$ cat src/rtl/line_buf_pkg.sv
// Shared types and constants for the single-line buffer / line-memory initiator.
package line_buf_pkg;

    localparam int LINE_BYTES  = 32;
    localparam int OFFSET_BITS = 5;

    typedef logic [255:0] line_t;
    typedef logic [26:0]  tag_t;
    typedef logic [2:0]   word_idx_t;

    typedef enum logic [1:0] {
        IDLE,
        WRITEBACK,
        FILL,
        WTHRU
    } state_t;

endpackage

$ cat src/rtl/line_buffer_initiator_if.sv
// CPU word port and physical line port of the line buffer, grouped as one bundle.
interface line_buffer_initiator_if;
    import line_buf_pkg::*;

    logic        mem_read;
    logic        mem_write;
    logic [3:0]  mem_byte_enable;
    logic [31:0] mem_address;
    logic [31:0] mem_wdata;
    logic        mem_resp;
    logic [31:0] mem_rdata;

    logic        pmem_read;
    logic        pmem_write;
    logic [31:0] pmem_address;
    line_t       pmem_wdata;
    logic        pmem_resp;
    line_t       pmem_rdata;

    modport master (
        input  mem_read, mem_write, mem_byte_enable, mem_address, mem_wdata,
        output mem_resp, mem_rdata,
        output pmem_read, pmem_write, pmem_address, pmem_wdata,
        input  pmem_resp, pmem_rdata
    );

    modport slave (
        output mem_read, mem_write, mem_byte_enable, mem_address, mem_wdata,
        input  mem_resp, mem_rdata,
        input  pmem_read, pmem_write, pmem_address, pmem_wdata,
        output pmem_resp, pmem_rdata
    );

endinterface

$ cat src/rtl/line_buffer_initiator_word_merge.sv
// Combinational byte-masked merge of one 32-bit word into a 256-bit line.
module line_buf_word_merge
    import line_buf_pkg::*;
(
    input  line_t       line,
    input  word_idx_t   idx,
    input  logic [3:0]  byte_enable,
    input  logic [31:0] wdata,
    output line_t       merged
);

    logic [7:0] pos;

    always_comb begin
        merged = line;
        pos    = '0;
        for (int b = 0; b < 4; b++) begin
            pos = {idx, 2'(b), 3'b000};
            if (byte_enable[b]) begin
                merged[pos +: 8] = wdata[8*b +: 8];
            end
        end
    end

endmodule

$ cat src/rtl/line_buffer_initiator.sv
// Single-line buffer serving CPU word accesses and issuing line fills/write-backs.
// Optional build macro LINE_BUF_WRITE_THROUGH_EN selects write-through instead of write-back.
module line_buffer_initiator
    import line_buf_pkg::*;
(
    input logic                     clk,
    input logic                     rst,
    line_buffer_initiator_if.master bus
);

    state_t    state;
    state_t    state_nxt;
    line_t     line;
    line_t     merged;
    tag_t      tag;
    logic      valid;
`ifndef LINE_BUF_WRITE_THROUGH_EN
    logic      dirty;
`endif

    tag_t      req_tag;
    word_idx_t idx;
    logic      req;
    logic      wr;
    logic      hit;
    logic      unused_addr;

    assign req_tag     = bus.mem_address[31:OFFSET_BITS];
    assign idx         = bus.mem_address[4:2];
    assign unused_addr = ^bus.mem_address[1:0];
    // A simultaneous read and write strobe is served as a write.
    assign wr          = bus.mem_write;
    assign req         = bus.mem_read | bus.mem_write;
    assign hit         = valid && (tag == req_tag);

    line_buf_word_merge u_merge (
        .line        (line),
        .idx         (idx),
        .byte_enable (bus.mem_byte_enable),
        .wdata       (bus.mem_wdata),
        .merged      (merged)
    );

    always_ff @(posedge clk or posedge rst) begin
        if (rst) begin
            state <= IDLE;
        end else begin
            state <= state_nxt;
        end
    end

    always_comb begin
        state_nxt = state;
        case (state)
            IDLE: begin
                if (req && !hit) begin
`ifdef LINE_BUF_WRITE_THROUGH_EN
                    state_nxt = FILL;
`else
                    state_nxt = dirty ? WRITEBACK : FILL;
`endif
                end
`ifdef LINE_BUF_WRITE_THROUGH_EN
                else if (req && wr) begin
                    state_nxt = WTHRU;
                end
`endif
            end
`ifndef LINE_BUF_WRITE_THROUGH_EN
            WRITEBACK: if (bus.pmem_resp) state_nxt = FILL;
`endif
            FILL:      if (bus.pmem_resp) state_nxt = IDLE;
`ifdef LINE_BUF_WRITE_THROUGH_EN
            WTHRU:     if (bus.pmem_resp) state_nxt = IDLE;
`endif
            default:   state_nxt = IDLE;
        endcase
    end

    always_comb begin
        bus.mem_resp     = 1'b0;
        bus.mem_rdata    = line[{idx, 5'b00000} +: 32];
        bus.pmem_read    = 1'b0;
        bus.pmem_write   = 1'b0;
        bus.pmem_address = '0;
        bus.pmem_wdata   = '0;
        case (state)
            IDLE: begin
`ifdef LINE_BUF_WRITE_THROUGH_EN
                // Write hits complete later, once the line has gone out in WTHRU.
                bus.mem_resp = req && hit && !wr && !rst;
`else
                bus.mem_resp = req && hit && !rst;
`endif
            end
`ifndef LINE_BUF_WRITE_THROUGH_EN
            WRITEBACK: begin
                bus.pmem_write   = 1'b1;
                bus.pmem_address = {tag, 5'b00000};
                bus.pmem_wdata   = line;
            end
`endif
            FILL: begin
                bus.pmem_read    = 1'b1;
                bus.pmem_address = {req_tag, 5'b00000};
            end
`ifdef LINE_BUF_WRITE_THROUGH_EN
            WTHRU: begin
                bus.pmem_write   = 1'b1;
                bus.pmem_address = {tag, 5'b00000};
                bus.pmem_wdata   = line;
                bus.mem_resp     = bus.pmem_resp && !rst;
            end
`endif
            default: ;
        endcase
    end

    always_ff @(posedge clk or posedge rst) begin
        if (rst) begin
            line  <= '0;
            tag   <= '0;
            valid <= 1'b0;
`ifndef LINE_BUF_WRITE_THROUGH_EN
            dirty <= 1'b0;
`endif
        end else begin
            case (state)
                IDLE: begin
                    if (req && hit && wr) begin
                        line  <= merged;
`ifndef LINE_BUF_WRITE_THROUGH_EN
                        dirty <= 1'b1;
`endif
                    end
                end
`ifndef LINE_BUF_WRITE_THROUGH_EN
                WRITEBACK: begin
                    if (bus.pmem_resp) dirty <= 1'b0;
                end
`endif
                FILL: begin
                    if (bus.pmem_resp) begin
                        line  <= bus.pmem_rdata;
                        tag   <= req_tag;
                        valid <= 1'b1;
`ifndef LINE_BUF_WRITE_THROUGH_EN
                        dirty <= 1'b0;
`endif
                    end
                end
                default: ;
            endcase
        end
    end

endmodule

$ cat src/flat_wrapper.sv
// flat-port wrapper written by rule: the top's interface ports become plain ports
module line_buffer_initiator_flat import line_buf_pkg::*;
  (clk, rst, bus_mem_read, bus_mem_write, bus_mem_byte_enable, bus_mem_address, bus_mem_wdata, bus_mem_resp, bus_mem_rdata, bus_pmem_read, bus_pmem_write, bus_pmem_address, bus_pmem_wdata, bus_pmem_resp, bus_pmem_rdata);
  line_buffer_initiator_if bus_i ();
  input logic clk;
  input logic rst;
  input wire logic [$bits(bus_i.mem_read)-1:0] bus_mem_read;
  input wire logic [$bits(bus_i.mem_write)-1:0] bus_mem_write;
  input wire logic [$bits(bus_i.mem_byte_enable)-1:0] bus_mem_byte_enable;
  input wire logic [$bits(bus_i.mem_address)-1:0] bus_mem_address;
  input wire logic [$bits(bus_i.mem_wdata)-1:0] bus_mem_wdata;
  output wire logic [$bits(bus_i.mem_resp)-1:0] bus_mem_resp;
  output wire logic [$bits(bus_i.mem_rdata)-1:0] bus_mem_rdata;
  output wire logic [$bits(bus_i.pmem_read)-1:0] bus_pmem_read;
  output wire logic [$bits(bus_i.pmem_write)-1:0] bus_pmem_write;
  output wire logic [$bits(bus_i.pmem_address)-1:0] bus_pmem_address;
  output wire logic [$bits(bus_i.pmem_wdata)-1:0] bus_pmem_wdata;
  input wire logic [$bits(bus_i.pmem_resp)-1:0] bus_pmem_resp;
  input wire logic [$bits(bus_i.pmem_rdata)-1:0] bus_pmem_rdata;
  assign bus_i.mem_read = bus_mem_read;
  assign bus_i.mem_write = bus_mem_write;
  assign bus_i.mem_byte_enable = bus_mem_byte_enable;
  assign bus_i.mem_address = bus_mem_address;
  assign bus_i.mem_wdata = bus_mem_wdata;
  assign bus_mem_resp = bus_i.mem_resp;
  assign bus_mem_rdata = bus_i.mem_rdata;
  assign bus_pmem_read = bus_i.pmem_read;
  assign bus_pmem_write = bus_i.pmem_write;
  assign bus_pmem_address = bus_i.pmem_address;
  assign bus_pmem_wdata = bus_i.pmem_wdata;
  assign bus_i.pmem_resp = bus_pmem_resp;
  assign bus_i.pmem_rdata = bus_pmem_rdata;
  line_buffer_initiator u_core (.clk(clk), .rst(rst), .bus(bus_i));
endmodule
$ cat config.mk
export PLATFORM = sky130hd
export DESIGN_NAME = line_buffer_initiator_flat
export DESIGN_NICKNAME = d
export VERILOG_FILES = /design/src/rtl/line_buf_pkg.sv /design/src/rtl/line_buffer_initiator_if.sv /design/src/rtl/line_buffer_initiator_word_merge.sv /design/src/rtl/line_buffer_initiator.sv /design/src/flat_wrapper.sv
export SDC_FILE = /design/constraint.sdc
export NUM_CORES = 1
export LEC_CHECK = 0
export BUFFER_PORTS_ARGS = -buffer_cell sky130_fd_sc_hd__buf_2
export CAP_MARGIN = 20
export CORE_AREA = 2 2 252 254
export DETAILED_ROUTE_END_ITERATION = 16
export DIE_AREA = 0 0 254 256
export PLACE_DENSITY = 0.54
export SETUP_SLACK_MARGIN = 0.3
export SLEW_MARGIN = 5
export SYNTH_ARGS = -nofsm -noshare
export SYNTH_HDL_FRONTEND = slang
export SYNTH_SLANG_ARGS = --single-unit
$ cat constraint.sdc
create_clock -name clk -period 22.1 [get_ports clk]
set_input_delay 1.105 -clock clk [delete_from_list [all_inputs] [get_ports clk]]
set_output_delay 1.105 -clock clk [all_outputs]
set_load 0.02 [all_outputs]
Word-level counts from Yosys, hierarchy flattened
Index checks and enable logic that the tools add are counted.
{ "word_totals": {"register_bits": 287, "latch_bits": 0, "ramBits": 0, "rom_bits": 0, "out_inout_bits": 323, "wordCells": 66, "memories": 0} }
{ "op_classes": {"n_addsub": 4, "mul": 0, "div_mod_pow": 0, "n_lt_le_gt_ge": 0, "eq_ne": 8, "shifts": 9, "mux": 24, "bitwise": 1, "reduce_logical": 15} }
{ "ops": {"columns": ["cell", "n"], "rows": [
  ["256-bit 2-to-1 mux", 7],
  ["256-bit bitwise mux", 4],
  ["8-bit by 10-bit variable shift with 256-bit output (first input constant)", 4],
  ["8-bit by 10-bit variable part select with 256-bit output", 4],
  ["256-bit one-hot mux with 2 select lines", 1],
  ["256-bit by 9-bit variable part select with 32-bit output", 1],
  ["32-bit one-hot mux with 2 select lines", 1],
  ["8-bit negator with 10-bit output", 4],
  ["27-bit == test", 1],
  ["3-bit AND reduction", 3],
  ["2-bit 2-to-1 mux", 4],
  ["2-bit by 1-bit != test with 1-bit output (second input constant)", 3],
  ["2-bit one-hot mux with 3 select lines", 1],
  ["1-bit logical AND", 5],
  ["1-bit 2-to-1 mux", 5],
  ["2-bit != test (second input constant)", 2],
  ["2-bit nonzero test", 2],
  ["2-bit by 1-bit == test with 1-bit output (second input constant)", 1],
  ["2-bit == test (second input constant)", 1],
  ["1-bit zero test", 2],
  ["2-bit zero test", 1],
  ["1-bit one-hot mux with 2 select lines", 1],
  ["2-bit AND reduction", 1],
  ["2-bit OR reduction", 1],
  ["1-bit OR", 1]
]} }

Logic depth before layout (Yosys ltp)
{ "logic_depth": {"depth_word": 12, "ltp_mapped": 12} }

By module
Synthesis repeated with hierarchy kept, for this count alone.
{ "hier_totals": {"hier_cells": 1994, "area_unflattened_um2": 21660.8} }
{ "by_module_without_submodules": {"columns": ["mod", "n_inst", "cells_each", "area_per_inst_um2"], "rows": [
  ["line_buffer_initiator", 1, 1421, 18362.6],
  ["line_buf_word_merge", 1, 573, 3298.2]
]} }

Worst setup path after synthesis
OpenSTA, ideal clock, no wires.
{ "synth_timing": {"path_type": "input to output", "from": "in bus_mem_address[27]", "to": "out bus_mem_resp", "arrival_time_ns": 3.072, "slack_ns": 17.923, "stages": 6, "n_path_buf": 1, "path_cell_list": "xnor2_1 nand4_1 or4_4 or3_1 clkbuf_1 nor4_1"} }
{ "synth_via": {"elab_chain_len": 5} }
{ "synth_lines": {"columns": ["item", "line", "source"], "rows": [
  ["start, declared", "flat_wrapper.sv:10", "input wire logic [$bits(bus_i.mem_address)-1:0] bus_mem_address;"],
  ["27-bit == test", "line_buffer_initiator.sv:34", "assign hit = valid && (tag == req_tag);"],
  ["1-bit logical AND", "line_buffer_initiator.sv:34", null],
  ["1-bit logical AND (2 in a row)", "line_buffer_initiator.sv:93", "bus.mem_resp = req && hit && !rst;"],
  ["1-bit 2-to-1 mux", "line_buffer_initiator.sv:87", "case (state)"],
  ["end, declared", "flat_wrapper.sv:12", "output wire logic [$bits(bus_i.mem_resp)-1:0] bus_mem_resp;"]
]} }
Every way passes these cells.

Worst setup path in the final report
{ "layout_timing": {"from": "reg u_core.state[0]", "to": "reg u_core.line[200]"} }
{ "layout_via": {"elab_chain_len": 3, "word_cells_on_any_way": 7, "cone_classes": "eq/ne (3); mux (1); reduce/logical (3)"} }
{ "layout_lines": {"columns": ["item", "line", "source"], "rows": [
  ["start, declared", "line_buffer_initiator.sv:11", "state_t state;"],
  ["start signal, assigned", "line_buffer_initiator.sv:48", "state <= state_nxt;"],
  ["2-bit == test / 2-bit zero test (equally long branches)", "line_buffer_initiator.sv:128", "case (state)"],
  ["2-bit != test (no line), or another cell as far along", null, null],
  ["3-bit AND reduction (no line)", null, null],
  ["end signal, assigned", "line_buffer_initiator.sv:131", "line <= merged;"],
  ["end signal, assigned", "line_buffer_initiator.sv:144", "line <= bus.pmem_rdata;"],
  ["end, declared", "line_buffer_initiator.sv:13", "line_t line;"]
]} }
Several ways; a longest one is shown, not always the timed one.
A chain may end at the register's enable or synchronous reset.

==> flow_summary.json <==
{
  "final_nets": 2720,
  "leakagePower_uw": 0.0109,
  "cp_common_cell": "buf_4",
  "clock_skew_ps": 27.4,
  "synth_ff_type": "dfrtp_1",
  "setup_tns_ps": 0,
  "antenna_found_initial": 19,
  "grt_max_degree": 137,
  "hold_path_end": "u_core.valid",
  "die_h_um": 256,
  "min_path_cells": 1,
  "clock_latency_ps": 560,
  "hold_path.class": "flip-flop to flip-flop",
  "synth_edf_count": 0,
  "fillCellCount": 6534,
  "maxCapViolations": 0,
  "final_cell_mix": "buf_2, dfrtp_1, and2_1",
  "wl_per_cell_um": 28.9,
  "syn_area_sq_um": 18400,
  "fmax_mhz": 199,
  "finalHoldViolations": 0,
  "reg2reg_slack_ps": 17070,
  "core-area_sq_um": 62400,
  "cts_buffers": 39,
  "tightest_slew_ps": 1150,
  "r2r-end": "u_core.line[200]",
  "io_buffers": 644,
  "yosys_warnings": 0,
  "status": "finished clean",
  "setup_viol": 0,
  "cp-start-kind": "flip-flop",
  "path_cells": "inv_1, ha_4, inv_4, nand2_1, a211o_1, o31a_2, buf_4, buf_4, nor2_1, a2bb2oi_1",
  "slew_violations": 0,
  "dp_hpwl_um": 68800,
  "cts_tree": "yes",
  "drt_pass1_iterations": 5,
  "vias_per_cell": 5.59,
  "synth.distinct_cells": 57,
  "drive_above_1_share_pct": 37.4,
  "layout_min_cycle_time_ps": 5030,
  "ys_seq_elements": 287,
  "rows": 92,
  "drcViolationCount": 0,
  "ios": 652,
  "cts-hold-fix-buffers": 0,
  "wl_um": 94100,
  "cts_buffer_depth": 3,
  "htree_levels": 2,
  "critPathMaxFanout": 81,
  "grt_pass1_wl_um": 134000,
  "r2r_start": "u_core.state[0]",
  "arrival_ps": 5430,
  "die-area_sq_um": 65000,
  "grt_setup_unrepaired": "no",
  "ys_seq_area_share_pct": 39.1,
  "worst_hold_slack_ps": 470,
  "ir_drop_uv": 60.1,
  "dr.first_iter.drc_count": 1367,
  "powerDensity_nw_per_um2": 136,
  "slowest_stage": "ha_4",
  "grt_pass1_vias": 18573,
  "reg2reg_depth": 10,
  "areaGrowthSynthToFinish_pct": 28.0,
  "grt.total_usage_pct": 28.1,
  "fin_area_sq_um": 23500,
  "postRouteAntennaNets": 0,
  "async_reset_ff_share_pct": 100,
  "place_congestion": 0.915,
  "worst-setup-path-type": "flip-flop to flip-flop",
  "ctsResizeCount": 0,
  "slew_headroom_pct": 23.6,
  "vias": 18220,
  "min_from": "u_core.valid",
  "period_share_pct": 22.8,
  "placed_cell_area_sq_um": 22200,
  "netlist_instances": 1837,
  "clock-sinks": 287,
  "end_kind": "flip-flop",
  "clk_pin_slew_ps": 60,
  "die_w_um": 254,
  "layout_commonest_cell": "buf_2",
  "avgSynthCellArea_sq_um": 10.0,
  "gr-total-overflow": 0,
  "cts_setup_buffers": 0,
  "root_buffer": "clkbuf_16",
  "critPathRequiredTime_ps": 22490,
  "start_util_pct": 29.5,
  "max_stage_delay_ps": 860
}
[critical path: cells and delay by family (launching register included)]
kind,cells,cell delay [ps]
AND/OR/NAND/NOR,2,520
AO/OA/AOI/OAI,3,550
flip-flops,1,450
buffers and inverters,4,2280
adder cells (fa/ha/maj),1,860
[cell families after synthesis]
group | Yosys count | synth area share [%]
adders and majority gates | 11 | 0.749
DFF | 287 | 39.1
xor gates and xnor gates | 27 | 1.29
muxes | 139 | 12.4
buffers and inverters | 185 | 4.19
and+or+nand+nor | 573 | 16.9
AOI/OAI and AO/OA | 614 | 25.3
other | 1 | 0.0204
[power breakdown]
part / total [uW] / switching, uW / internal [uW]
sequential: 1040 / 263 / 776
clock: 639 / 260 / 379
combinational: 1510 / 876 / 638
[how the worst max path moves through the flow]
stage	startpoint	endpoint	slack, ps
floorplan	rst	u_core.dirty	13070
CTS	bus_mem_address[2]	bus_mem_rdata[13]	17030
global placement	bus_mem_address[2]	bus_mem_rdata[13]	17020
detailed placement	bus_mem_address[2]	bus_mem_rdata[13]	17020
global route	u_core.state[0]	u_core.line[200]	16790
finish	u_core.state[0]	u_core.line[200]	17070
[cell usage after synthesis (5+ instances only)]
cell | n | area share [%]
dfrtp_1 | 287 | 39
and2_1 | 260 | 8.8
nand2_1 | 159 | 3.2
clkbuf_1 | 115 | 2.3
a22oi_1 | 113 | 4.6
o21ai_0 | 111 | 3.0
a2bb2oi_1 | 104 | 5.0
o2bb2ai_1 | 86 | 4.1
mux2_2 | 75 | 4.6
a21boi_0 | 64 | 2.6
mux4_2 | 64 | 7.8
a22o_1 | 47 | 2.2
nor2_1 | 33 | 0.67
nor2b_1 | 30 | 1.0
nand3_1 | 29 | 0.79
buf_1 | 28 | 0.57
a21o_1 | 24 | 0.98
xnor2_1 | 19 | 0.91
a21oi_1 | 18 | 0.49
buf_2 | 17 | 0.46
nand4_1 | 15 | 0.51
inv_1 | 14 | 0.29
ha_1 | 11 | 0.75
a31oi_1 | 9 | 0.31
and3_1 | 8 | 0.27
nor3b_1 | 8 | 0.33
xor2_1 | 8 | 0.38
nor2_2 | 7 | 0.24
o22ai_1 | 7 | 0.24
a21oi_4 | 6 | 0.53
a2bb2oi_2 | 5 | 0.41
buf_4 | 5 | 0.20
nor2_4 | 5 | 0.31
nor4_1 | 5 | 0.17
o21ai_1 | 5 | 0.14
[state kept, by name, summed over array words and instances (netlist names)]
name / count
u_core.dirty: 1
u_core.line: 256
u_core.state: 2
u_core.tag: 27
u_core.valid: 1
[metal layers]
metal,GRT usage (%),vias to the layer above,share of wire (%)
li1,-,7897,-
met1,34.0,9272,38
met2,49.0,875,50
met3,5.29,160,7.5
met4,10.8,16,3.9
met5,0,-,0.12
[through the flow]
stage / cells / utilization, % / setup slack (ps) / power (uW)
after global placement: 3184 / 35.6 / 17020 / 2520
after detailed placement: 3184 / 35.6 / 17020 / 2550
after CTS: 3251 / 37.6 / 17030 / 3200
after floorplan: 1841 / - / 13070 / 1960
after global routing: 3258 / 37.7 / 16790 / 3350
final: 3260 / 37.7 / 17070 / 3190
[area by class of cell]
cell class                 count  area (sq um)  share of cell area (%)
sequential                   287          7180                    30.5
clock buffer                  55          1130                    4.79
clock inverter                12           135                   0.574
tap                          846          1060                    4.50
antenna                        8          20.0                  0.0851
multi-input combinational   1369         10500                    44.6
inverter                      14          62.6                   0.266
timing repair buffer         669          3450                    14.7
Note: power is estimated with default switching activity, not from simulation.
